==> config.mk <==
export PLATFORM = sky130hd
export DESIGN_NAME = rx_serial_7e1_flat
export DESIGN_NICKNAME = d
export VERILOG_FILES = /design/src/rtl/rx_serial_7e1_if.sv /design/src/rtl/rx_serial_7e1.sv /design/src/flat_wrapper.sv
export SDC_FILE = /design/constraint.sdc
export NUM_CORES = 1
export LEC_CHECK = 0
export ABC_AREA = 1
export BUFFER_PORTS_ARGS = -buffer_cell sky130_fd_sc_hd__buf_2
export CAP_MARGIN = 5
export CORE_MARGIN = 3
export CORE_UTILIZATION = 50
export DETAILED_ROUTE_END_ITERATION = 16
export GPL_TIMING_DRIVEN = 0
export PLACE_DENSITY = 0.71
export SLEW_MARGIN = 0
export SYNTH_ARGS = -nofsm -noshare
export SYNTH_HDL_FRONTEND = slang
export SYNTH_SLANG_ARGS = --single-unit
==> constraint.sdc <==
create_clock -name clock -period 2.9 [get_ports clock]
set_input_delay 0.435 -clock clock [delete_from_list [all_inputs] [get_ports clock]]
set_output_delay 0.435 -clock clock [all_outputs]
set_load 0.005 [all_outputs]
==> src/rtl/rx_serial_7e1_if.sv <==
// rx_serial_7e1_if -- signal bundle for the 7E1 serial receiver.
//   dado_serial    : asynchronous serial line, idle high
//   dado_recebido  : last received 7-bit word
//   pronto         : one-cycle frame-complete pulse
//   erro_paridade  : even-parity mismatch on the last frame
//   erro_parada    : framing error (stop bit low) on the last frame
//   db_estado      : current receiver state code (debug)
// The slave modport is the receiver; the master modport is whoever drives
// the line and consumes the results.
interface rx_serial_7e1_if;
  logic       dado_serial;
  logic [6:0] dado_recebido;
  logic       pronto;
  logic       erro_paridade;
  logic       erro_parada;
  logic [3:0] db_estado;

  modport master (
    output dado_serial,
    input  dado_recebido, pronto, erro_paridade, erro_parada, db_estado
  );

  modport slave (
    input  dado_serial,
    output dado_recebido, pronto, erro_paridade, erro_parada, db_estado
  );
endinterface

==> src/rtl/rx_serial_7e1.sv <==
// rx_serial_7e1 -- 7 data bits, even parity, 1 stop bit serial receiver.
//   clock : system clock, rising-edge
//   reset : asynchronous, active-low
//   bus   : rx_serial_7e1_if.slave (line in, word/flags/pronto/debug out)
//
// state    | code | meaning
// ---------+------+---------------------------------------------------
// INICIAL  |  0   | idle, waiting for a low level on the line
// START    |  1   | timing to the start-bit midpoint, glitch rejection
// DADOS    |  2   | sampling the 7 data bits, LSB first
// PARIDADE |  3   | sampling the parity bit
// PARADA   |  4   | sampling the stop bit, results registered here
// FINAL    |  5   | results visible, pronto high for this one cycle
// ESPERA   |  6   | framing error seen, waiting for the line to go high
module rx_serial_7e1 #(
  parameter int CLKS_PER_BIT = 434
) (
  input logic            clock,
  input logic            reset,
  rx_serial_7e1_if.slave bus
);

  typedef enum logic [3:0] {
    INICIAL  = 4'd0,
    START    = 4'd1,
    DADOS    = 4'd2,
    PARIDADE = 4'd3,
    PARADA   = 4'd4,
    FINAL    = 4'd5,
    ESPERA   = 4'd6
  } state_t;

  localparam int TW = (CLKS_PER_BIT > 1) ? $clog2(CLKS_PER_BIT) : 1;
  // The timer is cleared on the edge that enters START, so reaching
  // HALF_TC means the edge CLKS_PER_BIT/2 cycles after that one.
  localparam logic [TW-1:0] HALF_TC = TW'(CLKS_PER_BIT / 2 - 1);
  localparam logic [TW-1:0] BIT_TC  = TW'(CLKS_PER_BIT - 1);

  state_t          state, state_nxt;
  logic            sync_q1, sync;
  logic [TW-1:0]   timer;
  logic [2:0]      bit_cnt;
  logic [6:0]      shift;
  logic            par_bit;
  logic [6:0]      data_q;
  logic            perr_q;
  logic            serr_q;
  logic            pronto_q;

  logic            half_tc, bit_tc;
  logic            timer_clr;
  logic            shift_en, par_smp, stop_smp;

  assign half_tc = (timer == HALF_TC);
  assign bit_tc  = (timer == BIT_TC);

  always_ff @(posedge clock or negedge reset) begin
    if (!reset) state <= INICIAL;
    else        state <= state_nxt;
  end

  always_comb begin
    state_nxt = state;
    timer_clr = 1'b0;
    shift_en  = 1'b0;
    par_smp   = 1'b0;
    stop_smp  = 1'b0;
    case (state)
      INICIAL: begin
        if (!sync) begin
          state_nxt = START;
          timer_clr = 1'b1;
        end
      end
      START: begin
        if (half_tc) begin
          timer_clr = 1'b1;
          state_nxt = sync ? INICIAL : DADOS;
        end
      end
      DADOS: begin
        if (bit_tc) begin
          shift_en = 1'b1;
          if (bit_cnt == 3'd6) state_nxt = PARIDADE;
        end
      end
      PARIDADE: begin
        if (bit_tc) begin
          par_smp   = 1'b1;
          state_nxt = PARADA;
        end
      end
      PARADA: begin
        if (bit_tc) begin
          stop_smp  = 1'b1;
          state_nxt = FINAL;
        end
      end
      // serr_q already holds this frame's stop result while in FINAL
      FINAL:   state_nxt = serr_q ? ESPERA : INICIAL;
      ESPERA:  if (sync) state_nxt = INICIAL;
      default: state_nxt = INICIAL;
    endcase
  end

  always_ff @(posedge clock or negedge reset) begin
    if (!reset) begin
      sync_q1  <= 1'b1;
      sync     <= 1'b1;
      timer    <= '0;
      bit_cnt  <= 3'd0;
      shift    <= 7'd0;
      par_bit  <= 1'b0;
      data_q   <= 7'd0;
      perr_q   <= 1'b0;
      serr_q   <= 1'b0;
      pronto_q <= 1'b0;
    end else begin
      sync_q1 <= bus.dado_serial;
      sync    <= sync_q1;

      if (timer_clr || bit_tc) timer <= '0;
      else                     timer <= timer + 1'b1;

      if (state == START)  bit_cnt <= 3'd0;
      else if (shift_en)   bit_cnt <= bit_cnt + 3'd1;

      // shifting in from the top leaves the first bit received at position 0
      if (shift_en) shift   <= {sync, shift[6:1]};
      if (par_smp)  par_bit <= sync;

      // registered on the stop-sample edge so word, flags and pronto all
      // appear together during the FINAL cycle
      pronto_q <= stop_smp;
      if (stop_smp) begin
        data_q <= shift;
        perr_q <= ^{shift, par_bit};
        serr_q <= ~sync;
      end
    end
  end

  assign bus.dado_recebido = data_q;
  assign bus.pronto        = pronto_q;
  assign bus.erro_paridade = perr_q;
  assign bus.erro_parada   = serr_q;
  assign bus.db_estado     = state;

endmodule

==> src/flat_wrapper.sv <==
// flat-port wrapper written by rule: the top's interface ports become plain ports
module rx_serial_7e1_flat 
#(
  parameter int CLKS_PER_BIT = 434
)
  (clock, reset, bus_dado_serial, bus_dado_recebido, bus_pronto, bus_erro_paridade, bus_erro_parada, bus_db_estado);
  rx_serial_7e1_if bus_i ();
  input logic clock;
  input logic reset;
  input wire logic [$bits(bus_i.dado_serial)-1:0] bus_dado_serial;
  output wire logic [$bits(bus_i.dado_recebido)-1:0] bus_dado_recebido;
  output wire logic [$bits(bus_i.pronto)-1:0] bus_pronto;
  output wire logic [$bits(bus_i.erro_paridade)-1:0] bus_erro_paridade;
  output wire logic [$bits(bus_i.erro_parada)-1:0] bus_erro_parada;
  output wire logic [$bits(bus_i.db_estado)-1:0] bus_db_estado;
  assign bus_i.dado_serial = bus_dado_serial;
  assign bus_dado_recebido = bus_i.dado_recebido;
  assign bus_pronto = bus_i.pronto;
  assign bus_erro_paridade = bus_i.erro_paridade;
  assign bus_erro_parada = bus_i.erro_parada;
  assign bus_db_estado = bus_i.db_estado;
  rx_serial_7e1 #(.CLKS_PER_BIT(CLKS_PER_BIT)) u_core (.clock(clock), .reset(reset), .bus(bus_i));
endmodule
---- Word level (Yosys, flattened, before mapping) ----
Cells that the tools add are included.
Widths: inputs -> output; s select.
cells by class
  bitwise operators ....................... 1
  $lt $le $gt $ge ......................... 0
  $mul .................................... 0
  reductions and logical operators ........ 5
  muxes and demuxes ....................... 20
  shifts and indexed selects .............. 0
  equality and inequality tests ........... 16
  divide/modulo/power cells ............... 0
  add/subtract/negate cells ............... 2
operators with widths
  operator             number
  $mux 4               7
  $pmux 4 s7           1
  $eq 4x3->1 const B   3
  $ne 2x1->1 const B   6
  $add 9x1->9 const B  1
  $eq 9x8->1 const B   1
  $eq 9x9->1 const B   1
  $mux 3               3
  $mux 9               1
  $eq 4x2->1 const B   2
  $reduce_xor 8->1     1
  $reduce_and 7->1     1
  $mux 1               6
  $eq 4x1->1 const B   1
  $logic_not 4->1      1
  $add 3x1->3 const B  1
  $eq 3x3->1 const B   1
  $mux 2               1
  $ne 2x2->1 const B   1
  $pmux 1 s2           1
  $reduce_bool 2->1    1
  $logic_or 1x1->1     1
  $not 1->1            1
word-level totals
  bits in writable memories ............... 0
  logic and storage cells ................. 55
  latch bits .............................. 0
  memories kept ........................... 0
  register bits ........................... 36
  output and inout port bits .............. 14
  ROM bits ................................ 0

---- Longest topological paths before layout ----
Gate-level depths: netlist of the first run.
  depth after elaboration ................. 5
  depth in mapped cells ................... 10
  depth with buffers taken out ............ 10

---- Worst setup path after synthesis of the first run ----
OpenSTA, ideal clock, no wires.
  path kind ............................... flip-flop to flip-flop
  from .................................... register u_core.timer[1]
  to ...................................... register u_core.data_q[5], in the netlist u_core.bus.dado_recebido[5]
  arrival ................................. 1.418 ns
  buffers on the path ..................... 2
  library setup time ...................... 0.117 ns
  setup slack ............................. 1.364 ns
  cell stages (with the launch flop) ...... 11
  cell sequence ........................... dfrtp_1 > inv_1 > ha_1 > nand2_1 > nor2_2 > nand2_2 > or2_1 > buf_6 > buf_6 > nand2_2 > o21ai_2
between the ends
  word-level cells in the longest chain between the ends .. 3
RTL lines
  what                      RTL line              source
  start: declaration        rx_serial_7e1.sv:41   logic [TW-1:0] timer;
  start signal: assignment  rx_serial_7e1.sv:123  else timer <= timer + 1'b1;
  $eq 9x9->1                rx_serial_7e1.sv:55   assign bit_tc = (timer == BIT_TC);
  $mux 1                    rx_serial_7e1.sv:94   if (bit_tc) begin
  $mux 1                    rx_serial_7e1.sv:68   case (state)
  end signal: assignment    rx_serial_7e1.sv:136  data_q <= shift;
  end: declaration          rx_serial_7e1.sv:45   logic [6:0] data_q;
Every way passes these cells.
A chain may end at the register's enable or synchronous reset.

---- Worst setup path in the final report of the first run ----
Same ends and word-level chain as after synthesis.

==> impl_metrics.py, run 1 <==
metrics = {
    "run": {
        "cap_violations": 0,
    },
    "place": {
        "place_congestion": 0.792,
        "hpwl_um": 2320,
        "dpl_cell_area_sq_um": 1950,
        "port-buffer-count": 15,
    },
    "layout": {
        "fillers": 336,
        "area_delta_synth_final_pct": 10.4,
        "final_cell_area_sq_um": 2010,
        "final_nets": 248,
        "drive_gt1_share_pct": 20.4,
        "diodes": 0,
    },
    "sta": {
        "timing.final.crit_period_ns": 1.66,
        "hold_viol_final": 0,
        "worstMarginPinSlew_ns": 0.755,
        "setup_violations": 0,
        "finClkSkew_ns": 0.00508,
        "rsz0062_at_grt": "no",
        "final_max_slew_viol_count": 0,
        "slew_headroom_pct": 49.7,
        "max_freq_ghz": 0.604,
        "period_share_pct": 57.1,
        "finalSetupTns_ns": 0,
    },
    "clock_tree": {
        "postCtsHoldBufs": 0,
        "numCtsBuffers": 5,
        "clockBufferDepth": 2,
        "cts_resized": 0,
        "cts_tree": "done",
        "clkSinkCount": 35,
        "insertion_delay_ns": 0.32,
        "post_cts_buffers": 0,
        "cts_max_level": 2,
        "path_clk_slew_ns": 0.10,
        "clockRootBuffer": "clkbuf_4",
    },
    "global_route": {
        "grt-ovfl-total": 0,
        "grt-busiest-layer": "met2",
        "grt_pass1_wl_um": 5730,
        "grt_max_degree": 36,
        "antenna_found_initial": 0,
        "grt_pass1_vias": 1342,
        "grt_usage_pct": 17.1,
        "gr-usage-met1_pct": 22.9,
        "met2_usage_pct": 26.0,
        "use_met3_pct": 4.08,
    },
    "floorplan": {
        "core-area_sq_um": 3420,
        "initial_core_util_pct": 53.3,
        "die_h_um": 66.3,
        "rows": 21,
        "die_x_um": 66.3,
        "dieArea_sq_um": 4400,
        "io_pins": 17,
    },
    "synthesis": {
        "synth_cell_types": 30,
        "synth-xor-area-share_pct": 4.33,
        "synth_simple_gate_area_share_pct": 26.5,
        "netlist_instances": 218,
        "yosysSeqAreaShare_pct": 48.3,
        "ys_ff_latch": 35,
        "synth_top_family_by_area": "simple AND/OR/NAND/NOR gates",
        "syn_nets": 226,
        "synth_mux_area_share_pct": 0,
        "synth_compound_area_share_pct": 8.87,
        "avgSynthCellArea_sq_um": 8.35,
        "syn-cell-area_sq_um": 1820,
        "synthAdderAreaFrac_pct": 3.44,
        "ys_warn_count": 0,
    },
    "setup_path": {
        "startpoint_type": "register",
        "r2r_end": "u_core.bus.dado_recebido[5]",
        "critPathKind": "register to register",
        "crit_path_end_kind": "register",
        "ff2ff_path_depth": 10,
        "worstPathRequired_ns": 3.12,
        "rrSetupSlack_ns": 1.24,
        "cp_max_fo": 10,
        "r2r_start": "u_core.timer[1]",
        "crit_arrival_ns": 1.88,
    },
    "drt": {
        "drc_errors": 0,
        "antenna_left": 0,
        "initialDrtViolationCount": 72,
        "vias": 1392,
        "totalWireLength_um": 3150,
        "dr.pass1.iters": 4,
        "post_drt_wl_per_cell_um": 11.0,
        "routed_via_density": 4.87,
    },
    "pwr": {
        "p_per_area_nw_per_um2": 385,
        "vdd_drop_max_mv": 0.349,
        "power_leakage_nw": 1.04,
        "finalPower_mw": 0.772,
    },
    "outcome": {
        "status": "completed",
    },
    "worst_hold_path": {
        "min_path_type": "input pin to async pin",
    },
}
==> routing by layer <==
metal / vias to the layer above / share of wire, %
met3: 4 / 2.8
met4: 0 / 1.3
met1: 650 / 51
met2: 15 / 45
met5: - / 0
li1: 723 / -
==> cells in the final DEF (no fill, tap or decap), drive strengths merged <==
| cell | count |
|---|---|
| clkbuf | 6 |
| nor3b | 3 |
| xor2 | 5 |
| ha | 5 |
| a21oi | 5 |
| dfrtp | 33 |
| buf | 20 |
| nor2 | 16 |
| nand3 | 14 |
| inv | 30 |
| xnor2 | 4 |
| o21ai | 19 |
| dfstp | 2 |
| conb | 1 |
| clkinv | 1 |
| nor3 | 2 |
| nand3b | 1 |
| o211ai | 1 |
| nand4 | 3 |
| o21bai | 1 |
| nand2 | 66 |
| or2 | 2 |
==> power by group <==
group / leakage (nW) / total, mW / switching [mW] / internal (mW)
combinational: 0.539 / 0.0128 / 0.0103 / 0.00254
clock: 0.0341 / 0.268 / 0.155 / 0.112
sequential: 0.467 / 0.492 / 0.00160 / 0.490
==> cells by family (layout without fill, tap and decap cells) <==
logic type	after synthesis	after routing
adders and majority gates	5	5
buffers and inverters	35	57
xor gates and xnor gates	9	9
other	1	1
and+or+nand+nor	107	107
AOI/OAI and AO/OA	26	26
DFF	35	35
==> sequential cells by signal, summed over array words and instances (netlist names) <==
name / flops
u_core.bus.db_estado: 3
u_core.bus.erro_parada: 1
u_core.bus.pronto: 1
u_core.bus.erro_paridade: 1
u_core.par_bit: 1
u_core.timer: 9
u_core.bus.dado_recebido: 7
u_core.shift: 7
u_core.bit_cnt: 3
u_core.sync: 1
u_core.sync_q1: 1
==> critical path, stage by stage, from the launching register on <==
cell,delay [ns]
dfrtp_1,0.41
inv_1,0.08
ha_1,0.14
nand2_1,0.06
nor2_2,0.14
nand2_2,0.10
or2_1,0.23
buf_6,0.14
buf_6,0.16
nand2_2,0.06
o21ai_2,0.04
==> synth_stat cells, drive strengths merged <==
cell type	number	area, sq um
xor2	5	43.8
nor3b	3	22.5
nand4	3	18.8
o21bai	1	7.51
nor3	2	15.0
nand3	14	75.1
o21ai	19	121
buf	5	40.0
nand3b	1	7.51
ha	5	62.6
conb	1	3.75
xnor2	4	35.0
nand2	66	258
nor2	16	72.6
o211ai	1	7.51
inv	30	113
dfstp	2	52.6
or2	2	12.5
dfrtp	33	826
a21oi	5	25.0
==> final cells by class <==
class	count	area, sq um	share of cell area (%)
Sequential cell	35	878	43.7
Multi-Input combinational cell	148	788	39.3
Inverter	30	113	5.61
Timing Repair Buffer	15	75.1	3.74
Tap cell	46	57.6	2.87
Clock buffer	6	51.3	2.55
Buffer	5	40.0	1.99
Clock inverter	1	5.00	0.249
==> stage by stage <==
step	worst slack, ns	util, %	hold WS, ns	cells
floorplan	1.36	-	0.139	218
global placement	1.26	57.1	0.352	279
detailed placement	1.25	57.1	0.348	279
CTS	1.23	58.8	0.181	286
global route	1.08	58.8	0.178	286
finish	1.24	58.8	0.165	286
==> worst max path at each step <==
| stage | start | endpoint | slack (ns) |
|---|---|---|---|
| final | u_core.timer[1] | u_core.bus.dado_recebido[5] | 1.24 |
| after global routing | u_core.timer[1] | u_core.shift[6] | 1.08 |
| after CTS | u_core.timer[1] | u_core.bus.dado_recebido[5] | 1.23 |
| after detailed placement | u_core.timer[1] | u_core.bus.dado_recebido[2] | 1.25 |
| after global placement | u_core.timer[1] | u_core.bus.dado_recebido[5] | 1.26 |
| after floorplan | u_core.timer[1] | u_core.bus.dado_recebido[5] | 1.36 |
Note: power is estimated with default switching activity, not from simulation.
==> inputs of run 2 (changes only) <==
==> constraint.sdc (replaced) <==
create_clock -name clock -period 1.7 [get_ports clock]
set_input_delay 0.255 -clock clock [delete_from_list [all_inputs] [get_ports clock]]
set_output_delay 0.255 -clock clock [all_outputs]
set_load 0.005 [all_outputs]
==> run 2 against run 1 <==
Effect of this change:
- clock power rose by 69%
- the flow now finishes with violations (negative hold slack)
- highest routed layer unchanged
- first-iteration DRC count rose by 24%
- largest cell class unchanged
- critical path depth did not move
- non-clock buffer count rose by 6
- setup slack got worse by 1.2 ns
- combinational power rose by 84%
- utilization rose by 2.8 points
- power rose by 70%
- routed wire length rose by 6.5%
- clock skew rose by 0.0016 ns
- count of clock-buffer cells in the layout did not move
- hold slack got worse by 0.18 ns
==> impl_metrics.py, run 2 (synthesis results as in run 1) <==
metrics = {
    "sta": {
        "worstMarginPinSlew_ns": 0.757,
        "hold_viol_final": 14,
        "finClkSkew_ns": 0.00668,
        "final_max_slew_viol_count": 0,
        "setup_violations": 0,
        "whs_ns": -0.0148,
        "max_freq_ghz": 0.605,
        "rsz0062_at_grt": "yes",
        "timing.final.crit_period_ns": 1.65,
        "period_share_pct": 97.2,
        "slew_headroom_pct": 49.5,
    },
    "global_route": {
        "grt-ovfl-total": 0,
        "grt_usage_pct": 17.1,
        "grt_pass1_wl_um": 5730,
        "grt_pass1_vias": 1342,
        "grt_max_degree": 36,
        "antenna_found_initial": 0,
    },
    "clock_tree": {
        "clkSinkCount": 35,
        "path_clk_slew_ns": 0.10,
        "clockBufferDepth": 2,
        "cts_tree": "done",
        "clockRootBuffer": "clkbuf_4",
        "numCtsBuffers": 5,
        "insertion_delay_ns": 0.32,
        "cts_max_level": 2,
    },
    "place": {
        "port-buffer-count": 15,
        "hpwl_um": 2320,
        "place_congestion": 0.792,
    },
    "layout": {
        "mostFrequentLayoutCells": "nand2_1 (62), dfrtp_1 (32), inv_1 (26)",
        "ff_latch_area_sq_um": 880,
        "final_util_pct": 61.6,
        "fillers": 319,
        "multi_input_area_sq_um": 808,
        "layout_commonest_cell": "nand2_1",
        "drive_gt1_share_pct": 23.6,
        "top_register": "u_core.timer",
        "area_delta_synth_final_pct": 15.6,
        "largest_reg_flops": 9,
        "diodes": 0,
        "final_nets": 254,
    },
    "drt": {
        "post_drt_wl_per_cell_um": 11.5,
        "totalWireLength_um": 3350,
        "vias": 1436,
        "drc_errors": 0,
        "initialDrtViolationCount": 89,
        "dr.pass1.iters": 4,
        "routed_via_density": 4.92,
        "antenna_left": 0,
    },
    "setup_path": {
        "startpoint_type": "register",
        "rrSetupSlack_ns": 0.05,
        "r2r_end": "u_core.bus.dado_recebido[5]",
        "crit_path_end_kind": "register",
        "r2r_start": "u_core.timer[1]",
        "ff2ff_path_depth": 10,
        "critPathKind": "register to register",
        "crit_arrival_ns": 1.87,
        "worstPathRequired_ns": 1.92,
        "cp_max_fo": 5,
    },
    "pwr": {
        "p_per_area_nw_per_um2": 626,
        "power_leakage_nw": 1.08,
        "vdd_drop_max_mv": 0.588,
    },
    "worst_hold_path": {
        "min_path_type": "input pin to async pin",
    },
    "run": {
        "cap_violations": 0,
    },
    "outcome": {
        "violations": "negative hold slack",
        "status": "finished with violations",
    },
    "floorplan": {
        "core-area_sq_um": 3420,
        "die_h_um": 66.3,
        "rows": 21,
        "initial_core_util_pct": 53.3,
        "dieArea_sq_um": 4400,
        "die_x_um": 66.3,
        "io_pins": 17,
    },
}
-- run 2: changes by cell type in the layout (fill, tap and decap cells not counted), sizes merged --
| cell | change |
|---|---|
| clkbuf | +2 |
| buf | +3 |
| dlygate4sd3 | +1 |
-- run 2: worst max path at each step --
stage,startpoint,end,cells past startpoint
floorplan,u_core.timer[1],u_core.bus.dado_recebido[5],10
global placement,u_core.timer[1],u_core.bus.dado_recebido[5],10
detailed placement,u_core.timer[1],u_core.bus.dado_recebido[2],10
CTS,u_core.timer[1],u_core.bus.dado_recebido[5],10
global route,u_core.timer[1],u_core.bus.db_estado[2],11
finish,u_core.timer[1],u_core.bus.dado_recebido[5],10
-- run 2: metrics by stage --
stage	worst slack [ns]	total power, mW	cell area [sq um]	setup TNS [ns]	std cells
3_5_place_dp	0.0528	0.879	1950	0	279
4_1_cts	0.0275	1.34	2010	0	286
2_1_floorplan	0.164	0.859	1820	0	218
3_3_place_gp	0.0563	0.879	1950	0	279
6_report	0.0474	1.32	2100	0	292
5_1_grt	-0.00681	1.37	2100	-0.0184	292
-- run 2: layout make-up --
class                      instances  area share (%)
tap                               46            2.74
multi-input combinational        148            38.4
buffer                             5            2.44
clock inverter                     1           0.238
timing repair buffer              21            6.54
sequential                        35            41.8
clock buffer                       6            2.44
inverter                          30            5.35
-- run 2: critical path, stage by stage, from the launching register on --
cell and delay (ns):
dfrtp_1 0.42, inv_2 0.08, ha_4 0.11, nand2_1 0.05, nor2_2 0.12, nand2_2 0.12
or2_4 0.27, buf_6 0.14, buf_12 0.13, nand2_2 0.05, o21ai_2 0.04
-- run 2: power by group --
| part | total [mW] | internal [mW] | switching, mW |
|---|---|---|---|
| Combinational | 0.0236 | 0.00581 | 0.0178 |
| Sequential | 0.839 | 0.836 | 0.00279 |
| Clock | 0.453 | 0.192 | 0.261 |
| Total | 1.32 | 1.03 | 0.282 |
-- run 2: repair_timing --
action                                  CTS  global route
buffers inserted                          0             3
endpoints found under the setup margin    0            17
hold buffers                              0             1
endpoints found under the hold margin     0             1
resized for setup                         0             9
-- run 2: metal layers --
metal	GRT usage (%)	part of all wire (%)	wire length, um	vias to the layer above
met5	0	0	0	-
met3	4.08	3.3	112	4
met1	22.9	49	1640	673
met2	26.0	47	1560	24
met4	7.87	1.2	40	0
li1	-	-	-	735
==> inputs of run 3 (changes only) <==
--- a/config.mk
+++ b/config.mk
@@ -9,10 +9,10 @@
 export BUFFER_PORTS_ARGS = -buffer_cell sky130_fd_sc_hd__buf_2
 export CAP_MARGIN = 5
 export CORE_MARGIN = 3
-export CORE_UTILIZATION = 50
+export CORE_UTILIZATION = 45
 export DETAILED_ROUTE_END_ITERATION = 16
 export GPL_TIMING_DRIVEN = 0
-export PLACE_DENSITY = 0.71
+export PLACE_DENSITY = 0.65
 export SLEW_MARGIN = 0
 export SYNTH_ARGS = -nofsm -noshare
 export SYNTH_HDL_FRONTEND = slang
==> run 3 against run 2 <==
Effect of this change:
- the flow now finishes without violations
- combinational power shrank 6%
- sequential share of layout area grew 0.19 points
- clock skew fell by 0.0022 ns
- critical path depth unchanged
- routed wire length decreased by 6.7%
- count of clock-buffer cells in the layout did not move
- power grew 33%
- first-iteration DRC count fell by 28%
- critical path type unchanged
- critical endpoint is now u_core.bus.erro_paridade
- largest cell class unchanged
==> impl_metrics.py, run 3 (synthesis results as in run 1) <==
metrics = {
    "setup_path": {
        "startpoint_type": "register",
        "worstPathRequired_ns": 1.92,
        "ff2ff_path_depth": 10,
        "r2r_end": "u_core.bus.erro_paridade",
        "crit_path_end_kind": "register",
        "critPathKind": "register to register",
        "crit_arrival_ns": 1.80,
        "r2r_start": "u_core.timer[1]",
        "cp_max_fo": 17,
        "rrSetupSlack_ns": 0.12,
    },
    "sta": {
        "timing.final.crit_period_ns": 1.58,
        "finClkSkew_ns": 0.00446,
        "setup_violations": 0,
        "period_share_pct": 93.0,
        "setup_ws_ns": 0.118,
        "final_max_slew_viol_count": 0,
        "max_freq_ghz": 0.632,
        "hold_viol_final": 0,
        "finalSetupTns_ns": 0,
        "worstMarginPinSlew_ns": 0.761,
        "slew_headroom_pct": 49.3,
    },
    "clock_tree": {
        "clkSinkCount": 35,
        "insertion_delay_ns": 0.29,
        "path_clk_slew_ns": 0.07,
        "numCtsBuffers": 5,
        "clockRootBuffer": "clkbuf_8",
        "cts_tree": "done",
        "cts_max_level": 2,
        "clockBufferDepth": 2,
        "postCtsHoldBufs": 0,
    },
    "global_route": {
        "grt_pass1_wl_um": 5620,
        "antenna_found_initial": 0,
        "grt_usage_pct": 14.6,
        "grt_pass1_vias": 1301,
        "grt_max_degree": 36,
        "grt-ovfl-total": 0,
    },
    "run": {
        "cap_violations": 0,
    },
    "layout": {
        "final_nets": 249,
        "final_cell_area_sq_um": 2090,
        "diodes": 0,
        "area_delta_synth_final_pct": 14.9,
        "layout_commonest_cell": "nand2_1",
        "drive_gt1_share_pct": 21.1,
        "largest_reg_flops": 9,
        "mostFrequentLayoutCells": "nand2_1 (62), dfrtp_1 (33), inv_1 (26)",
        "top_register": "u_core.timer",
        "instances_no_fill": 290,
        "final_util_pct": 55.4,
    },
    "pwr": {
        "power_leakage_nw": 1.08,
        "p_per_area_nw_per_um2": 836,
        "vdd_drop_max_mv": 0.401,
    },
    "floorplan": {
        "rows": 22,
        "die_x_um": 69.6,
        "core-area_sq_um": 3770,
        "io_pins": 17,
        "dieArea_sq_um": 4840,
        "initial_core_util_pct": 48.2,
        "die_h_um": 69.6,
    },
    "place": {
        "dp_cells": 281,
        "dpl_cell_area_sq_um": 1950,
        "place_ws_ns": 0.0583,
        "port-buffer-count": 15,
        "hpwl_um": 2260,
        "place_congestion": 0.802,
    },
    "drt": {
        "vias": 1369,
        "antenna_left": 0,
        "totalWireLength_um": 3130,
        "dr.pass1.iters": 4,
        "post_drt_wl_per_cell_um": 10.8,
        "initialDrtViolationCount": 64,
        "drc_errors": 0,
        "routed_via_density": 4.72,
    },
    "outcome": {
        "status": "completed",
    },
    "worst_hold_path": {
        "min_path_type": "input pin to async pin",
    },
}
[run 3: worst max-delay path by stage]
stage                          from                           to  slack (ns)  cells past startpoint
floorplan           u_core.timer[1]  u_core.bus.dado_recebido[5]        0.16                     10
global placement    u_core.timer[1]  u_core.bus.dado_recebido[5]        0.05                     10
detailed placement  u_core.timer[1]  u_core.bus.dado_recebido[6]        0.06                     10
CTS                 u_core.timer[1]  u_core.bus.dado_recebido[5]        0.04                     10
global route        u_core.timer[0]     u_core.bus.erro_paridade      -0.007                      9
finish              u_core.timer[1]     u_core.bus.erro_paridade        0.12                     10
[run 3: timing repair]
| item | in CTS | in global routing |
|---|---|---|
| endpoints found under the setup margin | 0 | 16 |
| resized for setup | 0 | 1 |
| buffers inserted | 0 | 2 |
[run 3: metal layers]
layer	up-vias	global-route usage [%]	part of all wire, %	wire (um)
met5	-	0	0	0
met3	8	3.62	3.2	100
met2	19	22.1	45	1410
met4	0	8.46	2.7	84
met1	620	18.9	49	1540
li1	722	-	-	-
[run 3: worst max-delay path, cell delays in order, from the launching register on]
cell	delay (ns)
dfrtp_1	0.41
inv_2	0.07
ha_1	0.14
nand2_1	0.06
nor2_2	0.11
nand2_2	0.10
or2_1	0.23
buf_6	0.17
nand2_1	0.07
inv_1	0.03
a21oi_1	0.11
[run 3: metrics by stage]
step,power [mW],hold slack (ns)
6_report,1.75,0.0323
5_1_grt,1.81,0.0473
4_1_cts,1.78,0.0445
3_5_place_dp,0.879,0.348
3_3_place_gp,0.879,0.353
2_1_floorplan,0.859,-0.0406
[run 3: power breakdown]
group	internal, mW	switching [mW]
clock network	0.586	0.300
logic	0.00433	0.0178
registers	0.837	0.00273
[run 3: layout make-up]
type / instances / area, sq um
clock buffer: 6 / 72.6
buffer: 4 / 28.8
fill: 353 / 1680
clock inverter: 2 / 60.1
multi-input combinational: 148 / 788
sequential: 35 / 878
inverter: 30 / 113
tap: 48 / 60.1
timing repair buffer: 17 / 90.1
